File: config.mk
export PLATFORM = sky130hd
export DESIGN_NAME = rr_mux_arbiter
export DESIGN_NICKNAME = d
export VERILOG_FILES = /design/src/rtl/rr_mux_arbiter.sv
export SDC_FILE = /design/constraint.sdc
export NUM_CORES = 1
export LEC_CHECK = 0
export CAP_MARGIN = 20
export CORE_MARGIN = 3
export CORE_UTILIZATION = 40
export CTS_CLUSTER_DIAMETER = 100
export DETAILED_ROUTE_END_ITERATION = 8
export GPL_ROUTABILITY_DRIVEN = 0
export HOLD_SLACK_MARGIN = 0.03
export MAX_ROUTING_LAYER = met4
export PLACE_DENSITY = 0.68
export RECOVER_POWER = 50
export REMOVE_ABC_BUFFERS = 1
export SYNTH_ARGS = -nofsm -noshare
export SYNTH_HDL_FRONTEND = slang
export SYNTH_SLANG_ARGS = --single-unit
File: constraint.sdc
create_clock -name clk -period 2.22 [get_ports clk]
set_input_delay 0.333 -clock clk [delete_from_list [all_inputs] [get_ports clk]]
set_output_delay 0.333 -clock clk [all_outputs]
set_load 0.02 [all_outputs]
File: src/rtl/rr_mux_arbiter.sv
// rtl/rr_mux_arbiter.sv - round-robin arbiter steering the owner's data bit to a registered y
module rr_mux_arbiter #(
    parameter int MAX_HOLD = 8,
    parameter int CNT_W    = 4
) (
    input  logic             clk,
    input  logic             reset,
    input  logic             en,
    input  logic [3:0]       req,
    input  logic [3:0]       din,
    output logic [3:0]       gnt,
    output logic [1:0]       gnt_id,
    output logic             gnt_vld,
    output logic [CNT_W-1:0] hold_cnt,
    output logic             y
);

    typedef enum logic {IDLE, GRANT} state_t;

    localparam logic [CNT_W-1:0] MAX_C = CNT_W'(MAX_HOLD);
    localparam logic [CNT_W-1:0] ONE_C = CNT_W'(1);

    state_t           state, state_n;
    logic [1:0]       ptr, ptr_n, owner_n;
    logic [CNT_W-1:0] hold_n;
    logic             win_found;
    logic [1:0]       win_id;
    logic [1:0]       idx;
    logic             take_winner;

    // Scan from ptr upward; iterating offsets high-to-low lets the nearest one win.
    always_comb begin
        win_found = 1'b0;
        win_id    = ptr;
        idx       = ptr;
        for (int k = 3; k >= 0; k--) begin
            idx = ptr + 2'(k);
            if (req[idx]) begin
                win_found = 1'b1;
                win_id    = idx;
            end
        end
    end

    always_comb begin
        state_n     = state;
        owner_n     = gnt_id;
        hold_n      = hold_cnt;
        ptr_n       = ptr;
        take_winner = 1'b0;
        case (state)
            IDLE: begin
                hold_n = '0;
                if (en && win_found) take_winner = 1'b1;
            end
            GRANT: begin
                if (!en) begin
                    state_n = IDLE;
                    hold_n  = '0;
                end else if (!req[gnt_id]) begin
                    if (win_found) begin
                        take_winner = 1'b1;
                    end else begin
                        state_n = IDLE;
                        hold_n  = '0;
                    end
                end else if (hold_cnt == MAX_C && (req & ~gnt) != 4'b0000) begin
                    // ptr already points past the owner, so the winner is someone else
                    take_winner = 1'b1;
                end else if (hold_cnt != MAX_C) begin
                    hold_n = hold_cnt + ONE_C;
                end
            end
            default: state_n = IDLE;
        endcase
        if (take_winner) begin
            state_n = GRANT;
            owner_n = win_id;
            hold_n  = ONE_C;
            ptr_n   = win_id + 2'd1;
        end
    end

    always_ff @(posedge clk) begin
        if (reset) begin
            state    <= IDLE;
            gnt      <= 4'b0000;
            gnt_id   <= 2'd0;
            hold_cnt <= '0;
            ptr      <= 2'd0;
            y        <= 1'b0;
        end else begin
            state    <= state_n;
            gnt      <= (state_n == GRANT) ? (4'b0001 << owner_n) : 4'b0000;
            gnt_id   <= owner_n;
            hold_cnt <= hold_n;
            ptr      <= ptr_n;
            if (state == GRANT) y <= din[gnt_id];
        end
    end

    assign gnt_vld = (state == GRANT);

endmodule

; Word level (Yosys, flattened, before mapping)
; Index checks and enable logic that the tools add are counted.
[op_classes]
add_sub_neg = 5
order_cmp = 5
n_eq_ne = 8
shifts = 1
n_mux = 38
n_bitwise = 4
n_reduce_logical = 7
[ops]
columns = cell, n
row1 = $mux W1, 20
row2 = $mux W4, 5
row3 = $lt A2 B3 Y1 const B, 5
row4 = $bmux W1 S2, 6
row5 = $mux W2, 5
row6 = $ne A4 B3 Y1 const B, 2
row7 = $ne A4 B4 Y1 const B, 2
row8 = $pmux W4 S2, 1
row9 = $reduce_and A3 Y1, 2
row10 = $ne A5 B3 Y1 const B, 1
row11 = $ne A5 B4 Y1 const B, 1
row12 = $ne A5 B5 Y1 const B, 1
row13 = $add A2 B1 Y2 const B, 2
row14 = $add A2 B2 Y2 const B, 2
row15 = $add A4 B1 Y4 const B, 1
row16 = $and A4 B4 Y4, 1
row17 = $eq A4 B4 Y1 const B, 1
row18 = $not A4 Y4, 1
row19 = $reduce_bool A4 Y1, 1
row20 = $reduce_or A2 Y1, 2
row21 = $shl A1 B2 Y4 const A, 1
row22 = $logic_and A1 B1 Y1, 2
row23 = $not A1 Y1, 2
row24 = $pmux W1 S2, 1
[totals]
reg_bits = 14
out_inout_bits = 12
elab_cells = 75

; Depth between registers and ports, before layout
; Gate-level depths: netlist (run 1).
[logic_depth]
ltp_word = 14
mapped_depth = 8
ltp_nobuf = 7

; Worst setup path before layout (run 1)
; Ideal clock, no wire load.
[synth_path]
path_type = register to register
startpoint = register gnt_id[0]
endpoint = register hold_cnt[2]
arrival_time_ns = 1.916
required_time_ns = 2.120
path_slack_ns = 0.204
path_stages_with_launch = 7
period_less_slack_ns = 2.016
cell_sequence = dfxtp_1 > buf_6 > mux4_2 > and3_4 > a21o_1 > buf_4 > a2111oi_4
[synth_via]
elab_chain_cells = 6
word_cells_on_any_way = 13
classes_between = 3 x eq/ne / 8 x mux / 2 x reduce/logical
[synth_lines]
columns = element, line
row1 = "start, declared", 12  ; output logic [1:0] gnt_id,
row2 = "start signal, assigned", 95  ; gnt_id <= owner_n;
row3 = $bmux W1 S2 *, 60  ; end else if (!req[gnt_id]) begin
row4 = $mux W1 (implied by the code) *, 60
row5 = $mux W1, 60
row6 = $mux W1, 57  ; if (!en) begin
row7 = $pmux W1 S2, 51  ; case (state)
row8 = $reduce_or A2 Y1 (no source line), -
row9 = "end signal, assigned", 96  ; hold_cnt <= hold_n;
row10 = "end, declared", 14  ; output logic [CNT_W-1:0] hold_cnt,
; Every way passes the cells marked *; elsewhere a longest branch is shown, timed or not. The select of a mux whose other input is x is not followed.
; A chain may end at the register's enable or synchronous reset.

; Worst setup path in the final report (run 1)
[layout_path]
startpoint = input req[3]
endpoint = register gnt[2]
[layout_via]
elab_chain_cells = 13
word_cells_on_any_way = 36
classes_between = 1 x shift / 29 x mux / 2 x bitwise / 4 x reduce/logical
[layout_lines]
columns = element, line
row1 = "start, declared", 9  ; input logic [3:0] req,
row2 = $bmux W1 S2, 38  ; if (req[idx]) begin
row3 = $mux W1 (implied by the code), 38
row4 = $mux W1 (4 in a row), 38
row5 = $mux W1, 61  ; if (win_found) begin
row6 = $mux W1, 60
row7 = $mux W1, 57
row8 = $pmux W1 S2 / $mux W1 (equally long branches), 51
row9 = $mux W1, 76  ; if (take_winner) begin
row10 = $not A1 Y1 (no source line), -
row11 = $reduce_or A2 Y1 (no source line), -
row12 = "end signal, assigned", 94  ; gnt <= (state_n == GRANT) ? (4'b0001 << owner_n) : 4'b0000;
row13 = "end, declared", 11  ; output logic [3:0] gnt,
; Parallel ways exist; a longest one is shown, timed or not. The select of a mux whose other input is x is not followed.

==> results.sh, run 1 <==
export IMPL_outcome="finished, final reports clean"
export IMPL_initial_core_util_pct=45.2
export IMPL_setup_worst_path_end_class="register"
export IMPL_synth_edff_count=0
export IMPL_viasPerCell=5.72
export IMPL_post_cts_resized=0
export IMPL_max_slew_margin_pct=77.4
export IMPL_post_route_period_util_pct=93.2
export IMPL_post_route_min_period_ns=2.07
export IMPL_worstMarginPinSlew_ns=0.338
export IMPL_synth_ff_type="dfxtp_1"
export IMPL_worst_ep_required_time_ns=2.43
export IMPL_slew_violations=0
export IMPL_die_area_mm2=0.00268
export IMPL_rr_startpoint="hold_cnt[0]$_SDFFE_PP0P_"
export IMPL_dr_total_vias=875
export IMPL_antenna_cells=0
export IMPL_ys_types=39
export IMPL_cts_sinks=14
export IMPL_wire_per_inst_um=14.7
export IMPL_startpoint="req[3]"
export IMPL_hold_path_startpoint="y$_SDFFE_PP0P_"
export IMPL_layout_common_cells="dfxtp_1 (14), clkdlybuf4s50_1 (12), buf_4 (12), dlygate4sd3_1 (10)"
export IMPL_ir_drop_mv=0.323
export IMPL_crit_arrival_ns=2.28
export IMPL_root_buffer="clkbuf_4"
export IMPL_path_cells="clkdlybuf4s50_1 -> clkbuf_1 -> nand2b_1 -> a41oi_1 -> a21oi_2 -> buf_4 -> or3b_1 -> a21oi_1"
export IMPL_clock_latency_ns=0.28
export IMPL_die_h_um=51.8
export IMPL_yosys_top_cells_area="dfxtp_1 (33%), a21oi_1 (5.4%), nor2_1 (4.0%), a2111oi_4 (3.3%), mux4_1 (3.1%)"
export IMPL_ios=23
export IMPL_hold_viol=0
export IMPL_fin_ws_ns=0.151
export IMPL_yosysTopAreaCellShare_pct=33.4
export IMPL_synthCells=92
export IMPL_coreArea_mm2=0.00186
export IMPL_timing_fmax_ghz=0.483
export IMPL_grt_pass1_vias=884
export IMPL_firstDrtPassIters=4
export IMPL_worst_path_buf_inv=3
export IMPL_area_delta_synth_final_pct=41.6
export IMPL_htree_num_levels=1
export IMPL_row_count=15
export IMPL_slowest_stage="clkdlybuf4s50_1"
export IMPL_preCtsSetupSlack_ns=-0.0407
export IMPL_final_layout_size_suffix_gt1_share_pct=18.0
export IMPL_cpPeakStageDelay_ns=0.47
export IMPL_grt_setup_unrepaired="false"
export IMPL_grt_ovfl_total=0
export IMPL_maxCapViolCount=0
export IMPL_clkTransAtPathRegs_ns=0.08
export IMPL_p_per_area_mw_per_mm2=516
export IMPL_port_buffers=22
export IMPL_final_common_cell="dfxtp_1"
export IMPL_finalClockSkew_ns=0.000481
export IMPL_ys_seq_area_share_pct=33.4
export IMPL_hpwl_um=1710
export IMPL_ys_ff_latch=14
export IMPL_numCtsBuffers=3
export IMPL_synth_largest_area_cell="dfxtp_1"
export IMPL_grt_start_max_net_pins=10
export IMPL_leakage_uw=0.000469
export IMPL_setup_viol_count_final=0
export IMPL_crit_family="buffers and inverters"
export IMPL_worst_path_max_fanout=9
export IMPL_grt_pass1_wl_um=3950
export IMPL_post_route_util_pct=64.0
export IMPL_grt_usage_pct=20.1
export IMPL_startpoint_type="input pin"
export IMPL_yosys_warnings=0
export IMPL_ant_nets=0
export IMPL_cts_tree="yes"
export IMPL_finalNonFillerCells=153
export IMPL_cts_hold_buf=0
export IMPL_antenna_found_initial=0
export IMPL_final_nets=143
export IMPL_synthArstFlopShare_pct=0
export IMPL_post_cts_buffers=0
export IMPL_r2r_slack_ns=0.23
export IMPL_synth_area_um2=840
export IMPL_placed_cells=150
export IMPL_synth_area_per_cell_um2=9.13
export IMPL_ctsLongestPathBuffers=2
export IMPL_critical_path_class="input pin to register"
export IMPL_drc_errors=0
export IMPL_finalWirelength_um=2250
export IMPL_finalSetupTns_ns=0
export IMPL_hp_class="register to register"
export IMPL_fp_dieW_um=51.8
export IMPL_drt_iter0_markers=22
-- layout make-up --
class / instances / area, µm²
sequential: 14 / 280
timing repair buffer: 36 / 318
inverter: 5 / 18.8
multi-input combinational: 70 / 518
fill: 169 / 669
clock buffer: 3 / 22.5
tap: 25 / 31.3
-- synthesized netlist by cell type (2+ instances only) --
cell,count
dfxtp_1,14
a21oi_1,9
nor2_1,9
nand2_1,6
inv_1,5
nand2b_1,4
nand3b_1,3
a211oi_1,2
a21o_1,2
a21oi_2,2
ha_1,2
nand3_1,2
nor2b_1,2
o21ai_0,2
or3_1,2
or3b_1,2
xnor2_1,2
-- kinds of logic after synthesis --
group | synth area share (%)
AO/OA/AOI/OAI | 24.0
XOR/XNOR | 3.13
adder cells (fa/ha/maj) | 2.98
buffers and inverters | 4.92
flip-flops | 33.4
multiplexers | 7.00
AND/OR/NAND/NOR | 24.6
-- stage by stage --
| step | hold slack [ns] | area [µm²] | total power [µW] |
|---|---|---|---|
| after global routing | 0.584 | 1190 | 646 |
| after global placement | 0.487 | 1170 | 471 |
| after CTS | 0.537 | 1200 | 620 |
| final | 0.515 | 1190 | 613 |
| after detailed placement | 0.512 | 1170 | 476 |
| after floorplan | 0.402 | 817 | 380 |
-- state kept, by name (all words and copies together), names as in the netlist --
signal    cells
hold_cnt      4
y             1
gnt_id        2
gnt_vld       1
ptr           2
gnt           4
-- worst register-to-register path: cells and delay by family (launching register included) --
kind | cells | cell delay, ns
AO/OA/AOI/OAI | 3 | 0.58
adder cells (fa/ha/maj) | 1 | 0.16
buffers and inverters | 2 | 0.27
flip-flops | 1 | 0.35
AND/OR/NAND/NOR | 2 | 0.57
-- path summary, 6_finish.rpt --
kind | end | cells after the start
worst max-delay path | gnt[2]$_SDFF_PP0_ | 8
worst min-delay path | y$_SDFFE_PP0P_ | 2
worst max register to register | gnt[2]$_SDFF_PP0_ | 8
worst min register to register | y$_SDFFE_PP0P_ | 2
-- routing by layer --
layer	GRT usage, %	share of wire (%)	vias up	wire [µm]
met5	-	0	-	0
met4	7.86	1.3	0	29
met3	5.16	6.1	6	137
met2	30.5	43	36	973
met1	25.7	49	418	1110
li1	-	-	415	-
-- power by group --
part / switching (µW) / internal [µW] / leakage (µW)
clock network: 84.1 / 62.9 / 0.0000138
registers: 14.7 / 265 / 0.000115
logic: 91.7 / 94.6 / 0.000341
Note: power is estimated with default switching activity, not from simulation.
==> run 2: changes to the inputs <==
CORE_ASPECT_RATIO = 0.7   (was not set)
==> run 2 against run 1 <==
- first-iteration DRC count grew to 3.0 times the previous value
- critical path depth shrank 1
- critical path type unchanged
- via count shrank 5.1%
- largest power group unchanged
==> results.sh, run 2 (synthesis results as in run 1) <==
export IMPL_outcome="finished, final reports clean"
export IMPL_coreArea_mm2=0.00192
export IMPL_hpwl_um=1710
export IMPL_htree_num_levels=1
export IMPL_row_count=13
export IMPL_hp_class="register to register"
export IMPL_post_route_period_util_pct=90.7
export IMPL_die_area_mm2=0.00269
export IMPL_clkTransAtPathRegs_ns=0.09
export IMPL_drc_errors=0
export IMPL_leakage_uw=0.000459
export IMPL_area_delta_synth_final_pct=39.2
export IMPL_fp_dieW_um=60.8
export IMPL_wl_met2_um=913
export IMPL_fill_cells=182
export IMPL_wl_met1_um=1160
export IMPL_grt_usage_pct=19.0
export IMPL_hold_slack_ns=0.504
export IMPL_fin_ws_ns=0.207
export IMPL_preCtsSetupSlack_ns=-0.0619
export IMPL_ctsLongestPathBuffers=2
export IMPL_post_route_min_period_ns=2.01
export IMPL_worstRegToRegCells=7
export IMPL_dr_total_vias=830
export IMPL_finalClockSkew_ns=0.00408
export IMPL_ios=23
export IMPL_viasPerCell=5.65
export IMPL_hold_viol=0
export IMPL_drt_iter0_markers=66
export IMPL_antenna_cells=0
export IMPL_crit_arrival_ns=2.22
export IMPL_cpPeakStageDelay_ns=0.55
export IMPL_grt_start_max_net_pins=11
export IMPL_finalWirelength_um=2220
export IMPL_ant_nets=0
export IMPL_cts_sinks=14
export IMPL_worst_ep_required_time_ns=2.43
export IMPL_setup_viol_count_final=0
export IMPL_grt_pass1_vias=798
export IMPL_cts_hold_buf=0
export IMPL_startpoint_type="input pin"
export IMPL_ir_drop_mv=0.358
export IMPL_top_layer_used="met4"
export IMPL_port_buffers=22
export IMPL_worst_path_max_fanout=6
export IMPL_slew_violations=0
export IMPL_grt_setup_unrepaired="false"
export IMPL_dr_wl_met3_um=119
export IMPL_slowest_stage="clkdlybuf4s50_1"
export IMPL_cts_tree="yes"
export IMPL_final_common_cell="dfxtp_1"
export IMPL_critical_path_class="input pin to register"
export IMPL_firstDrtPassIters=4
export IMPL_regArea_um2=280
export IMPL_worst_path_buf_inv=2
export IMPL_crit_family="compound AO/OA/AOI/OAI gates"
export IMPL_biggestRegsByFlops="gnt (4), hold_cnt (4)"
export IMPL_layout_common_cells="dfxtp_1 (14), clkdlybuf4s50_1 (11), dlygate4sd3_1 (11), a21oi_1 (9), nor2_1 (9)"
export IMPL_root_buffer="clkbuf_4"
export IMPL_numCtsBuffers=3
export IMPL_clock_latency_ns=0.28
export IMPL_final_layout_size_suffix_gt1_share_pct=16.0
export IMPL_max_slew_margin_pct=68.7
export IMPL_antenna_found_initial=0
export IMPL_grt_ovfl_total=0
export IMPL_post_cts_resized=0
export IMPL_post_cts_buffers=0
export IMPL_grt_pass1_wl_um=3670
export IMPL_multi_input_area_um2=518
export IMPL_worstHoldPathCells=2
export IMPL_p_per_area_mw_per_mm2=547
export IMPL_initial_core_util_pct=43.7
export IMPL_wire_per_inst_um=15.1
export IMPL_r2r_slack_ns=0.30
export IMPL_die_h_um=44.3
export IMPL_path_cells="clkdlybuf4s50_1 -> buf_4 -> nor2_1 -> a221o_1 -> o22a_1 -> or3_1 -> a21oi_1"
export IMPL_final_nets=139
export IMPL_path_depth=7
export IMPL_worstMarginPinSlew_ns=0.469
export IMPL_setup_worst_path_end_class="register"
export IMPL_maxCapViolCount=0
export IMPL_timing_fmax_ghz=0.497
run 2: layout make-up:
type / instances / share of cell area (%)
Multi-Input combinational cell: 70 / 44.3
Tap cell: 22 / 2.36
Clock buffer: 4 / 3.10
Sequential cell: 14 / 24.0
Inverter: 5 / 1.61
Timing Repair Buffer: 32 / 24.6
run 2: power breakdown:
part / total [µW] / internal [µW] / switching [µW]
clock network: 182 / 99.7 / 82.3
registers: 282 / 265 / 16.6
logic: 176 / 87.0 / 88.7
run 2: per-layer routing:
metal | track usage (%) | up-vias
li1 | - | 408
met1 | 27.3 | 389
met2 | 26.2 | 29
met3 | 2.62 | 4
met4 | 8.66 | 0
met5 | - | -
run 2: final timing paths:
check,to,startpoint
worst max-delay path,gnt[0]$_SDFF_PP0_,req[1]
worst min-delay path,y$_SDFFE_PP0P_,y$_SDFFE_PP0P_
worst min register to register,y$_SDFFE_PP0P_,y$_SDFFE_PP0P_
worst max register to register,gnt[0]$_SDFF_PP0_,hold_cnt[0]$_SDFFE_PP0P_
run 2: worst register-to-register path, stage by stage, from the launching register on:
cell	delay [ns]
dfxtp_1	0.35
inv_1	0.12
ha_1	0.16
nand3b_1	0.19
a41oi_1	0.31
a21oi_2	0.17
or3_1	0.39
a21oi_1	0.17
run 2: metrics by stage:
| stage | area (µm²) | std cells | setup TNS, ns | total power (µW) | util [%] |
|---|---|---|---|---|---|
| CTS | 1180 | 147 | 0 | 646 | 61.3 |
| global placement | 1140 | 143 | 0 | 462 | 59.4 |
| floorplan | 817 | 89 | 0 | 380 | - |
| global route | 1170 | 147 | 0 | 671 | 60.9 |
| finish | 1170 | 147 | 0 | 640 | 60.9 |
| detailed placement | 1140 | 143 | -0.156 | 467 | 59.4 |
==> run 3: changes to the inputs <==
CAP_MARGIN = not set   (was 20)
CTS_CLUSTER_SIZE = 12   (was not set)
==> results of run 3 <==
No change in the layout: final DEF, timing and power equal those of run 2.
